--- config.mk ---
export PLATFORM = sky130hd
export DESIGN_NAME = ser_rx_deser
export DESIGN_NICKNAME = d
export VERILOG_FILES = /design/src/rtl/ser_rx_deser_pkg.sv /design/src/rtl/ser_rx_deser_shift_in.sv /design/src/rtl/ser_rx_deser.sv
export SDC_FILE = /design/constraint.sdc
export NUM_CORES = 1
export LEC_CHECK = 0
export BUFFER_PORTS_ARGS = -buffer_cell sky130_fd_sc_hd__buf_2
export CAP_MARGIN = 20
export CORE_AREA = 2 2 52 49
export CTS_CLUSTER_DIAMETER = 30
export DETAILED_ROUTE_END_ITERATION = 16
export DIE_AREA = 0 0 54 51
export PLACE_DENSITY = 0.69
export SLEW_MARGIN = 20
export SYNTH_ARGS = -nofsm -noshare
export SYNTH_HDL_FRONTEND = slang
export SYNTH_HIERARCHICAL = 1
export SYNTH_SLANG_ARGS = --single-unit
export TNS_END_PERCENT = 10
--- constraint.sdc ---
create_clock -name clk -period 2.3 [get_ports clk]
set_input_delay 0.46 -clock clk [delete_from_list [all_inputs] [get_ports clk]]
set_output_delay 0.46 -clock clk [all_outputs]
set_load 0.05 [all_outputs]
--- src/rtl/ser_rx_deser_pkg.sv ---
// Shared constants for the single-wire serial link: word width, bit order,
// and the counter-width helper used by both ends of the link.
package ser_pkg;

    localparam int SER_W = 8;

    // Both the serializer and the receiver treat the first bit on the wire as bit 0.
    localparam bit SER_LSB_FIRST = 1'b1;

    function automatic int cnt_w(input int w);
        return (w <= 2) ? 1 : $clog2(w);
    endfunction

endpackage

--- src/rtl/ser_rx_deser_shift_in.sv ---
// W-bit right-shifting input register: each enabled edge drops the new bit
// into the MSB, so after W shifts the first bit received sits at bit 0.
module ser_shift_in
    import ser_pkg::*;
#(
    parameter int W = SER_W
) (
    input  logic         clk,
    input  logic         rst_b,
    input  logic         clr,
    input  logic         en,
    input  logic         b_in,
    output logic [W-1:0] sr
);

    always_ff @(posedge clk or negedge rst_b) begin
        if (!rst_b) begin
            sr <= '0;
        end else if (clr) begin
            sr <= '0;
        end else if (en) begin
            sr <= {b_in, sr[W-1:1]};
        end
    end

endmodule

--- src/rtl/ser_rx_deser.sv ---
// Serial-to-parallel receiver: assembles W-bit LSB-first words from strobed
// bits and hands them out through a one-deep holding register.
module ser_rx_deser
    import ser_pkg::*;
#(
    parameter int W = SER_W
) (
    input  logic                  clk,
    input  logic                  rst_b,
    input  logic                  sh_in,
    input  logic                  b_in,
    input  logic                  clr,
    input  logic                  rdy,
    output logic [W-1:0]          data_out,
    output logic                  valid,
    output logic                  busy,
    output logic                  ovr,
    output logic [cnt_w(W)-1:0]   bit_cnt
);

    localparam int                CNT_W = cnt_w(W);
    localparam logic [CNT_W-1:0]  LAST  = CNT_W'(W - 1);

    logic [W-1:0] sr;
    logic [W-1:0] cw;
    logic         complete;

    ser_shift_in #(.W(W)) u_shift_in (
        .clk   (clk),
        .rst_b (rst_b),
        .clr   (clr),
        .en    (sh_in),
        .b_in  (b_in),
        .sr    (sr)
    );

    assign cw       = {b_in, sr[W-1:1]};
    assign complete = sh_in && (bit_cnt == LAST);
    assign busy     = (bit_cnt != '0);

    always_ff @(posedge clk or negedge rst_b) begin
        if (!rst_b) begin
            bit_cnt <= '0;
        end else if (clr) begin
            bit_cnt <= '0;
        end else if (sh_in) begin
            bit_cnt <= complete ? '0 : bit_cnt + 1'b1;
        end
    end

    // Handshake: a word transfers on any edge with valid=1 and rdy=1. A
    // completion on that same edge refills the register so valid stays high;
    // a completion while valid=1 and rdy=0 drops the new word and sets ovr.
    always_ff @(posedge clk or negedge rst_b) begin
        if (!rst_b) begin
            data_out <= '0;
            valid    <= 1'b0;
            ovr      <= 1'b0;
        end else if (clr) begin
            data_out <= '0;
            valid    <= 1'b0;
            ovr      <= 1'b0;
        end else if (complete) begin
            if (!valid || rdy) begin
                data_out <= cw;
                valid    <= 1'b1;
            end else begin
                ovr <= 1'b1;
            end
        end else if (valid && rdy) begin
            valid <= 1'b0;
        end
    end

endmodule
=== Yosys cells after proc, flatten, opt, wreduce, memory -nomap -nowiden ===
Index checks and enable logic that the tools add are counted.

* Bits of input ports: 6
* Output and inout bits: 14
* Register bits: 21

* Reduce and logical (&&, ||, !) cells: 12
* Multiplexer cells: 15
* Equal/unequal tests: 3
* $add $sub $neg: 1

{| class="wikitable"
|+ Operators by type and width
! kind !! number
|-
| $mux W8 || 5
|-
| $mux W3 || 3
|-
| $mux W1 || 7
|-
| $reduce_and A2 Y1 || 3
|-
| $reduce_bool A2 Y1 || 3
|-
| $reduce_bool A3 Y1 || 2
|-
| $add A3 B1 Y3 const B || 1
|-
| $eq A3 B3 Y1 const B || 1
|-
| $ne A3 B2 Y1 const B || 1
|-
| $logic_and A1 B1 Y1 || 2
|-
| $ne A2 B2 Y1 const B || 1
|-
| $logic_not A1 Y1 || 1
|-
| $logic_or A1 B1 Y1 || 1
|}

=== Longest topological paths before layout ===
Gate-level depths: netlist of run 1.

* Depth after elaboration: 5
* Mapped depth: 5

=== Cells and area by module ===
The synthesis of run 1 kept the hierarchy.

{| class="wikitable"
|+ By module, submodules not included
! module !! sequential area each (um2) !! instances !! cells an instance !! area each (um2)
|-
| ser_rx_deser || 325.3 || 1 || 60 || 684.4
|-
| ser_shift_in || 200.2 || 1 || 26 || 325.3
|}

=== Least setup slack after synthesis of run 1 ===
OpenSTA, ideal clock, no wires.

* Kind: register -> output
* Start point: register bit_cnt[0]
* End point: output busy
* Stages on the path, launching flop included: 4
* Setup slack: 527 ps
* Required time: 1840 ps
* Data arrival time: 1313 ps
* Cells stage by stage: dfrtp_1 -> inv_1 -> ha_1 -> nand2b_1

* Longest elaborated chain between the ends: 1

{| class="wikitable"
|+ Ends and longest elaborated chain
! what !! line !! source
|-
| start: declaration || ser_rx_deser.sv:18 || <nowiki>output logic [cnt_w(W)-1:0] bit_cnt</nowiki>
|-
| start signal: assignment || ser_rx_deser.sv:47 || <nowiki>bit_cnt <= complete ? '0 : bit_cnt + 1'b1;</nowiki>
|-
| $reduce_bool A3 Y1 || ser_rx_deser.sv:39 || <nowiki>assign busy = (bit_cnt != '0);</nowiki>
|-
| end: declaration || ser_rx_deser.sv:16 || <nowiki>output logic busy,</nowiki>
|}

Every way passes these cells.

=== Final worst setup path of run 1 ===
Same ends and word-level chain as after synthesis.

==> metrics.yaml, run 1 <==
routing:
  vias: 628
  route.detailed.drc: 0
  drt-vias-per-instance: 4.87
  ant_nets: 0
  wl_per_cell_microns: 11.8
  number_of_detailed_route_iterations_in_the_first_pass: 2
  totalWireLength_mm: 1.52
  drt_iter0_markers: 8
hold_path:
  class_of_the_worst_hold_path: "in -> async"
yosys:
  synth.cell_area_sq_um: 971
  nets_in_the_synthesized_netlist: 92
  synthesis.yosys.warnings: 6
  postSynthAreaPerCell_sq_um: 11.7
  syn-instance-count: 83
worst_setup_path:
  timing.critical_path.slowest_stage_cell: "dfrtp_1"
  critical_path.n_buffers_inverters: 2
  slowest_delay_ps: 430
  crit_required_ps: 1840
  worst_setup_path_end_kind: "output pin"
  crit_arrival_ps: 1290
  type_of_the_setup_path_with_the_least_slack: "reg -> out"
  path_cells: "inv_1 > ha_1 > nand2b_1 > buf_2"
  startpoint_type: "flip-flop"
  cell_family_with_the_largest_share_of_critical_path_delay: "flip-flops"
  critical_path.max_fanout: 4
timing:
  finalCritPeriodShare: 0.761
  setup_viol_count_final: 0
  final.min_clock_period_ps: 1750
  relSlewSlack: 0.710
  skew_ps: 5.57
  fmax_mhz: 571
  max_slew.worst_pin.slew_ps: 434
  slew_viols_final: 0
  timing.setup.tns_ps: 0
  hold_viol_final: 0
  hold-worst-slack_ps: 83.6
  grt_setup_unrepaired: "no"
pwr:
  ir_drop_mv: 0.238
  p_per_area_nw_per_um2: 580
  leakage_nw: 0.552
clock_network:
  post_cts_resize_count: 0
  tritoncts.num_buffers: 3
  tritoncts: "yes"
  htreeDepth: 1
  max-clock-path-buffers: 2
  cts_hold_buffers: 0
  ctsRootBufferMaster: "clkbuf_4"
  worst_setup_hold_path_clk_slew_ps: 110
  cts_sinks: 20
  worstSkewPairLatency_ps: 300
  postCtsSetupRepairBufs: 0
grt:
  grt_pass1_vias: 606
  globalRoute.totalOverflow: 0
  grt_antenna_before_repair: 0
  grt_pass1_wl_mm: 2.71
  grt_max_degree: 29
  grt.total_usage: 0.136
floorplan:
  core_area_sq_um: 2300
  initial_core_util: 0.423
  design.portCount: 20
  die_y_extent_microns: 51
  chipWidth_microns: 54
  core.rowCount: 17
  floorplan.die_area_sq_um: 2750
cells_and_area:
  commonest_non_fill_non_tap_cells_in_the_layout: "dfrtp_1 (20), buf_2 (19), nand2b_1 (18)"
  syn2layout_area_growth_pct: 13.7
  fillCellCount: 215
  antenna-diode-count: 0
  post_route_cells_drive_above_1_share: 0.257
  final_common_cell: "dfrtp_1"
  postLayoutCellArea_sq_um: 1100
  finish.net_count: 111
placed_design:
  place_hpwl_mm: 1.05
  routabilityCongestion: 0.599
  port_buffers: 19
  placed_area_sq_um: 1070
run:
  drv_cap: 0
status:
  status: "finished clean"
where the power goes:
group | leakage (nW) | internal (mW) | switching [mW]
Sequential | 0.277 | 0.357 | 0.00572
Clock | 0.0210 | 0.0965 | 0.106
Combinational | 0.254 | 0.0231 | 0.0521
state kept, by name (all words and copies together) (netlist names):
register,flops
ovr,1
data_out,8
u_shift_in/sr,7
bit_cnt,3
valid,1
layer usage:
layer | GRT usage | part of all wire | routed length (microns) | vias to the layer above
met1 | 0.189 | 0.48 | 733 | 308
met3 | 0.0351 | 0.045 | 68 | 2
met2 | 0.197 | 0.46 | 700 | 14
met4 | 0.0625 | 0.0099 | 15 | 0
met5 | 0 | 0 | 0 | -
li1 | - | - | - | 304
worst reg2reg max path, cell delays in order, from the launching register on:
cell     delay (ps)
dfrtp_1         430
ha_1            180
ha_1            240
nand2_4          90
nor2_8          200
mux2i_1         220
metrics by stage:
step	power (mW)	util	std cells	setup slack, ps
floorplan	0.426	-	83	527
global placement	0.445	0.465	125	925
detailed placement	0.446	0.465	125	876
CTS	0.648	0.480	129	538
global route	0.671	0.480	129	467
finish	0.640	0.480	129	550
area by class of cell:
type	instances	area, sq um	area share
sequential	20	500	0.454
multi-input combinational	56	429	0.389
timing repair buffer	19	95.1	0.0862
clock buffer	4	36.3	0.0329
tap	28	35.0	0.0317
inverter	2	7.51	0.00680
final timing paths:
| path | slack (ps) | startpoint | to | cells past startpoint |
|---|---|---|---|---|
| worst min register to register | 510 | ovr | ovr | 2 |
| min in group clk | 420 | b_in | u_shift_in/sr[7] | 3 |
| max in group asynchronous | 1910 | rst_b | data_out[0] | 1 |
| worst min-delay path | 80 | rst_b | u_shift_in/sr[3] | 1 |
| worst max-delay path | 550 | bit_cnt[0] | busy | 4 |
| worst max register to register | 870 | bit_cnt[0] | data_out[3] | 5 |
Power figures use the tool's default switching activity.
==> run 2, diff against run 1 <==
--- a/config.mk
+++ b/config.mk
@@ -11,7 +11,7 @@
 export CTS_CLUSTER_DIAMETER = 30
 export DETAILED_ROUTE_END_ITERATION = 16
 export DIE_AREA = 0 0 54 51
-export PLACE_DENSITY = 0.69
+export PLACE_DENSITY = 0.72
 export SLEW_MARGIN = 20
 export SYNTH_ARGS = -nofsm -noshare
 export SYNTH_HDL_FRONTEND = slang
==> constraint.sdc (replaced) <==
create_clock -name clk -period 1.6 [get_ports clk]
set_input_delay 0.32 -clock clk [delete_from_list [all_inputs] [get_ports clk]]
set_output_delay 0.32 -clock clk [all_outputs]
set_load 0.05 [all_outputs]
==> run 2 against run 1 <==
  * Global-route usage decreased by 0.95 points
  * Final cell count increased by 1.6%
  * Sequential cell count unchanged
  * Design area increased by 1.9%
  * Core utilization increased by 0.93 points
  * Highest routed layer unchanged
  * Setup slack got worse by 460 ps
  * Sequential power increased by 44%
==> metrics.yaml, run 2 (synthesis results as in run 1) <==
routing:
  ant_nets: 0
  route.detailed.drc: 0
  drt_iter0_markers: 3
  totalWireLength_mm: 1.46
  number_of_detailed_route_iterations_in_the_first_pass: 4
  wl_per_cell_microns: 11.2
  vias: 617
  drt-vias-per-instance: 4.71
timing:
  fmax_mhz: 662
  max_slew.worst_pin.slew_ps: 430
  finalCritPeriodShare: 0.944
  final.min_clock_period_ps: 1510
  slew_viols_final: 0
  setup_ws_ps: 89.6
  relSlewSlack: 0.713
  timing.setup.tns_ps: 0
  skew_ps: 0.817
  grt_setup_unrepaired: "no"
  hold-worst-slack_ps: 279
  setup_viol_count_final: 0
  hold_viol_final: 0
pwr:
  power_internal_uw: 691
  p_switching_uw: 231
  combPwrFrac: 0.123
  share_clk_of_total_power: 0.311
  sequentialPowerShare: 0.565
  leakage_nw: 0.560
  p_per_area_nw_per_um2: 820
  sw_frac_of_total: 0.251
  ir_drop_mv: 0.597
placed_design:
  place_ws_ps: 268
  placed_cells_incl_taps: 126
  placed_area_sq_um: 1080
  routabilityCongestion: 0.713
  port_buffers: 19
  place_hpwl_mm: 1.04
grt:
  grt_max_degree: 29
  grt_pass1_wl_mm: 2.53
  globalRoute.totalOverflow: 0
  grt_pass1_vias: 557
  grt.total_usage: 0.127
  grt_antenna_before_repair: 0
  use_met2: 0.185
  global_route.usage.met1: 0.174
  busiest_layer: "met2"
  grt_use_met3: 0.0292
cells_and_area:
  syn2layout_area_growth_pct: 15.9
  instances_no_fill: 131
  finish.net_count: 113
  antenna-diode-count: 0
  postLayoutCellArea_sq_um: 1120
  commonest_non_fill_non_tap_cells_in_the_layout: "dfrtp_1 (19), nand2b_1 (18), buf_2 (18)"
  max_ffs_per_register: 8
  post_route_cells_drive_above_1_share: 0.272
  layout_top_registers: "data_out: 8 flops, u_shift_in/sr: 7 flops, bit_cnt: 3 flops"
  final_common_cell: "dfrtp_1"
  top_register: "data_out"
floorplan:
  floorplan.die_area_sq_um: 2750
  core.rowCount: 17
  design.portCount: 20
  core_area_sq_um: 2300
  die_y_extent_microns: 51
  initial_core_util: 0.423
  chipWidth_microns: 54
clock_network:
  tritoncts: "yes"
  tritoncts.num_buffers: 3
  worstSkewPairLatency_ps: 290
  ctsRootBufferMaster: "clkbuf_4"
  max-clock-path-buffers: 2
  cts_sinks: 20
  htreeDepth: 1
  worst_setup_hold_path_clk_slew_ps: 110
hold_path:
  class_of_the_worst_hold_path: "in -> reg"
worst_setup_path:
  slowest_delay_ps: 410
  type_of_the_setup_path_with_the_least_slack: "reg -> out"
  timing.critical_path.slowest_stage_cell: "dfrtp_2"
  path_cells: "inv_1 > ha_1 > nand2b_1 > buf_4"
  startpoint_type: "flip-flop"
  crit_arrival_ps: 1190
  timing.reg2reg.setup_slack_ps: 260
  critical_path.n_buffers_inverters: 2
  cell_family_with_the_largest_share_of_critical_path_delay: "flip-flops"
  worst_setup_path_end_kind: "output pin"
  critical_path.max_fanout: 4
  crit_required_ps: 1280
run:
  drv_cap: 0
status:
  status: "finished clean"
==> run 2: changes by cell type in the layout (fill, tap and decap cells not counted) <==
| cell | previous run | this run |
|---|---|---|
| dfrtp_2 | 0 | 1 |
| buf_2 | 19 | 18 |
| dfrtp_1 | 20 | 19 |
| dlygate4sd3_1 | 0 | 1 |
| buf_4 | 0 | 2 |
==> run 2: tightest hold or removal path, stage by stage <==
cell	delay (ps)
buf_2	100
nand2b_1	60
mux2i_1	60
==> run 2: power groups by stage <==
stage                     logic (mW)  clock network (mW)  registers [mW]
after global placement         0.111                   0           0.531
after detailed placement       0.112                   0           0.532
after floorplan               0.0639                   0           0.549
final                          0.114               0.287           0.522
after CTS                      0.114               0.304           0.522
after global routing           0.128               0.328           0.524
==> run 2: repair_timing <==
action / CTS / global route
hold buffers: 1 / 0
hold endpoints to repair: 20 / 0
setup endpoints to repair: 0 / 1
setup buffers: 0 / 0
resized for setup: 0 / 2
==> run 2: final cells by class <==
type	instances	area (sq um)
tap	28	35.0
timing repair buffer	21	115
sequential	20	502
multi-input combinational	56	429
inverter	2	7.51
fill	231	1170
clock buffer	4	36.3
==> run 2: metal layers <==
metal  wire [microns]  vias up  part of all wire
met3               85        2             0.058
met4               22        0             0.015
met1              728      292              0.50
met5                0        -                 0
met2              627       15              0.43
li1                 -      308                 -
==> run 2: worst paths after layout <==
check                      depth (start not counted)       start     endpoint
max in group asynchronous                          2       rst_b   bit_cnt[0]
setup reg to reg                                   5  bit_cnt[0]  data_out[0]
hold / removal                                     3        b_in  data_out[7]
min in group asynchronous                          2       rst_b        valid
setup / recovery                                   4  bit_cnt[0]         busy
hold reg to reg                                    2         ovr          ovr
==> run 2: per-stage QoR <==
step                power, mW   util
finish                  0.923  0.490
global route            0.980  0.490
CTS                     0.940  0.489
detailed placement      0.643  0.468
global placement        0.642  0.468
floorplan               0.613      -
